[config.mk]
export PLATFORM = sky130hd
export DESIGN_NAME = mux_scan_ctrl
export DESIGN_NICKNAME = d
export VERILOG_FILES = /design/src/rtl/mux_scan_ctrl.sv
export SDC_FILE = /design/constraint.sdc
export NUM_CORES = 1
export LEC_CHECK = 0
export CAP_MARGIN = 0
export CORE_ASPECT_RATIO = 0.8
export CORE_MARGIN = 4
export CORE_UTILIZATION = 49
export CTS_CLUSTER_SIZE = 16
export DETAILED_ROUTE_END_ITERATION = 10
export PLACE_DENSITY = 0.76
export SYNTH_ARGS = -nofsm -noshare
export SYNTH_HDL_FRONTEND = slang
export SYNTH_SLANG_ARGS = --single-unit
[constraint.sdc]
create_clock -name clk -period 3 [get_ports clk]
set_input_delay 0.6 -clock clk [delete_from_list [all_inputs] [get_ports clk]]
set_output_delay 0.6 -clock clk [all_outputs]
set_load 0.05 [all_outputs]
[src/rtl/mux_scan_ctrl.sv]
// Round-robin scan controller for an 8:1 four-bit channel mux: selects each requesting
// channel in turn, waits DWELL cycles for the mux to settle, then emits a tagged sample.
module mux_scan_ctrl #(
    parameter int unsigned DWELL = 4
) (
    input  logic       clk,
    input  logic       rst,
    input  logic       en,
    input  logic [7:0] req,
    input  logic [3:0] y_in,
    output logic       s2,
    output logic       s1,
    output logic       s0,
    output logic       busy,
    output logic [3:0] data_out,
    output logic [2:0] ch_out,
    output logic       valid
);

    typedef enum logic [0:0] {StIdle, StSettle} state_e;

    state_e     state_q, state_d;
    logic [2:0] ptr_q, ptr_d;
    logic [7:0] cnt_q, cnt_d;
    logic [2:0] sel_q, sel_d;
    logic [3:0] data_q, data_d;
    logic [2:0] ch_q, ch_d;
    logic       valid_q, valid_d;

    logic       grant_found;
    logic [2:0] grant_ch;

    // First set request bit at or above ptr, wrapping modulo 8; lowest offset wins.
    always_comb begin
        grant_found = 1'b0;
        grant_ch    = ptr_q;
        for (int i = 0; i < 8; i++) begin
            if (!grant_found && req[ptr_q + 3'(i)]) begin
                grant_found = 1'b1;
                grant_ch    = ptr_q + 3'(i);
            end
        end
    end

    always_comb begin
        state_d = state_q;
        ptr_d   = ptr_q;
        cnt_d   = cnt_q;
        sel_d   = sel_q;
        data_d  = data_q;
        ch_d    = ch_q;
        valid_d = 1'b0;
        unique case (state_q)
            StIdle: begin
                if (en && grant_found) begin
                    sel_d   = grant_ch;
                    cnt_d   = 8'(DWELL - 1);
                    state_d = StSettle;
                end
            end
            StSettle: begin
                // Abort beats capture when en drops on the final settle cycle.
                if (!en) begin
                    state_d = StIdle;
                end else if (cnt_q != 8'd0) begin
                    cnt_d = cnt_q - 8'd1;
                end else begin
                    data_d  = y_in;
                    ch_d    = sel_q;
                    valid_d = 1'b1;
                    ptr_d   = sel_q + 3'd1;
                    state_d = StIdle;
                end
            end
            default: state_d = StIdle;
        endcase
    end

    always_ff @(posedge clk or posedge rst) begin
        if (rst) begin
            state_q <= StIdle;
            ptr_q   <= 3'd0;
            cnt_q   <= 8'd0;
            sel_q   <= 3'd0;
            data_q  <= 4'd0;
            ch_q    <= 3'd0;
            valid_q <= 1'b0;
        end else begin
            state_q <= state_d;
            ptr_q   <= ptr_d;
            cnt_q   <= cnt_d;
            sel_q   <= sel_d;
            data_q  <= data_d;
            ch_q    <= ch_d;
            valid_q <= valid_d;
        end
    end

    assign s2       = sel_q[2];
    assign s1       = sel_q[1];
    assign s0       = sel_q[0];
    assign busy     = (state_q == StSettle);
    assign data_out = data_q;
    assign ch_out   = ch_q;
    assign valid    = valid_q;

endmodule

==> summary.md <==
| Metric | Value |
|---|---|
| Status | `finished clean` |
| Final ANT Viol Nets | `0` |
| Top-count cell post-synth | `dfrtp_1` |
| Final Hold Viols | `0` |
| Area growth syn-to-layout | `20.5%` |
| Clock buffer depth | `2` |
| Post-route setup slack | `0.208 ns` |
| Routed length per instance | `15.8 um` |
| Top post-synthesis cells by area | `dfrtp_1 30%, mux4_1 6.9%, mux4_2 5.9%, mux2i_1 5.2%, mux2_2 4.7%` |
| #FFs+latches synth | `23` |
| Worst Reg-to-Reg Cells | `8` |
| Slew @ Worst Pin | `slightly above 0.8 ns` |
| Slowest cell on crit path | `mux4_1` |
| Critical path depth in cells | `8` |
| Post-CTS Hold Fix Bufs | `0` |
| Post-synth top cells | `23 x dfrtp_1, 13 x nor2_1, 12 x o21ai_0` |
| Post-synth cell types | `54` |
| # Post-CTS Setup Buffers | `0` |
| Hold Crit Class | `flip-flop to flip-flop` |
| Final Util | `64.0%` |
| Tmin final | `about 2.8 ns` |
| Dpl ws | `-0.0273 ns` |
| CTS tree | `done` |
| Worst endpoint required time | `3.15 ns` |
| Hold Crit Depth | `1` |
| Async S/R FF share, synth | `100%` |
| Worst path bufs/invs | `1` |
| DP HPWL | `3350 um` |
| Vias per Instance | `5.72` |
| Boundary pin count | `27` |
| Post-synthesis sequential area ratio | `30.2%` |
| Overflow left after global routing | `0` |
| Worst-path cell chain | `inv_1, ha_2, mux4_1, mux2i_2, and2_2, nand4b_4, nor2b_4, mux2_4` |
| Clock Latency Late Sink | `0.26 ns` |
| DR iter-0 viols | `roughly 120` |
| Die width | `about 78 um` |
| Final setup violation count | `0` |
| Max-Slew Margin vs Limit | `44.8%` |
| CP endpoint kind | `flip-flop` |
| First-pass GRT wire length | `just over 7000 um` |
| Worst setup path category | `flip-flop to flip-flop` |
| Synth Area in Simple Gates | `14.9%` |
| CP max FO | `8` |
| Share of cells above drive strength 1 | `21.7%` |
| Post-Syn Area | `0.00191 mm^2` |
| Clock transition at path regs | `about 0.070 ns` |
| GRT Overall Usage | `roughly 18%` |
| Row count | `19` |
| F_max | `358 MHz` |
| # nets final | `233` |
| Post-Synth XOR/XNOR Area | `5.05%` |
| Fill count | `~270` |
| Flip-flop and latch area | `around 580 um^2` |
| Clock Skews | `0.00217 ns` |
| Die outline area | `about 0.005 mm^2` |
| Compound-Gate Fraction of Synth Area | `15.2%` |
| Die H | `63.8 um` |
| Max Cap Viol | `0` |
| Synth Area in Adders | `under 10%` |
| Clk sink count | `23` |
| Number of CTS-inserted buffers | `3` |
| Largest net degree at the start of global routing | `24` |
| Max stage delay on crit path | `0.65 ns` |
| Post-synthesis mux area share | `25.1%` |
| DP Area | `0.00225 mm^2` |
| Vias in the first global route | `roughly 1500` |
| Area share of the largest cell type after synthesis | `30.2%` |
| Crit-path leading delay family | `multiplexers` |
| Global placer's final weighted congestion | `0.887` |
| DR pass1 iterations | `4` |
| Post-Syn Nets | `199` |
| Max Transition Viols Final | `0` |
| Largest family of logic cells by synthesized area | `multiplexers` |
| Number of H-tree levels | `1` |
| Ant diodes | `0` |
| Antenna violations before repair | `0` |
| Post-synth EDFFs | `0` |
| RSZ-0062 raised after global routing | `false` |
| Multi-input combinational cell area | `approximately 0.0012 mm^2` |
| Top FF cell, synth | `dfrtp_1` |
| Core outline area | `0.00359 mm^2` |
| Final Instance Area | `0.00230 mm^2` |
| PortBufs | `26` |
| CTS root buf | `clkbuf_8` |
| DR vias | `1511` |
| Starting Density | `53.1%` |
| Arr. time, crit path | `2.94 ns` |
| Final wirelength | `4180 um` |
| Final period util | `93.1%` |
| Drc violations | `0` |
| Syn Area/Cell | `10.7 um^2` |
| Syn. warnings | `0` |
| Synth area leader | `dfrtp_1` |
| Crit path launch type | `flip-flop` |
| Gate count after technology mapping | `179` |
## timing repair
action,CTS,global route
hold endpoints to repair,0,0
setup endpoints to repair,0,10
gates resized for setup,0,2
## sequential cells by signal, indices dropped and copies added, names as in the netlist
| register | cells |
|---|---|
| data_out | 4 |
| sel_q | 3 |
| cnt_q | 8 |
| busy | 1 |
| ptr_q | 3 |
| ch_out | 3 |
| valid | 1 |
## placed cells by master, fill, tap and decap left out, types with 3 or more instances in the layout
master,n
dfrtp_1,23
buf_4,13
clkdlybuf4s50_1,26
mux2_2,8
inv_1,10
ha_1,4
mux4_1,5
o21ai_0,12
nor2_1,13
xor2_1,7
a21oi_1,10
mux2i_1,9
nand2_1,10
clkbuf_8,3
mux4_2,5
xnor2_1,4
nand2b_1,3
## cell families after synthesis
group | count (synthesis)
buf+inv | 20
compound gates | 43
flops | 23
fa+ha+maj | 5
mux | 31
xor+xnor | 11
simple gates | 46
## per-stage QoR
| stage | hold slack (ns) | cells | setup TNS [ns] |
|---|---|---|---|
| finish | 0.511 | 264 | 0 |
| global route | 0.533 | 264 | 0 |
| CTS | 0.513 | 264 | 0 |
| detailed placement | 0.495 | 260 | -0.0732 |
| global placement | 0.488 | 260 | -0.000396 |
| floorplan | 0.496 | 179 | 0 |
## layout make-up
type                       instances  area share [%]
inverter                          10            1.63
clock buffer                       4            1.96
timing repair buffer              39            15.6
multi-input combinational        136            52.9
tap                               52            2.83
sequential                        23            25.1
## per-layer routing
layer / GRT usage [%] / part of all wire (%)
met1: 23.5 / 46
met5: 0 / 0
met4: 1.78 / 0.096
met2: 30.9 / 48
met3: 3.09 / 5.1
## path summary, 6_finish.rpt
kind / startpoint / to / slack [ns]
max reg2reg: ptr_q[0] / sel_q[0] / 0.21
max in group asynchronous: rst / data_out[1] / 1.69
min reg2reg: ch_out[1] / ch_out[1] / 0.51
max: ptr_q[0] / sel_q[0] / 0.21
min: ch_out[1] / ch_out[1] / 0.51
min in group asynchronous: rst / data_out[2] / 0.80
Power is not shown: default switching activity piles up to over one toggle a cycle in this logic, so the estimate is an artifact.
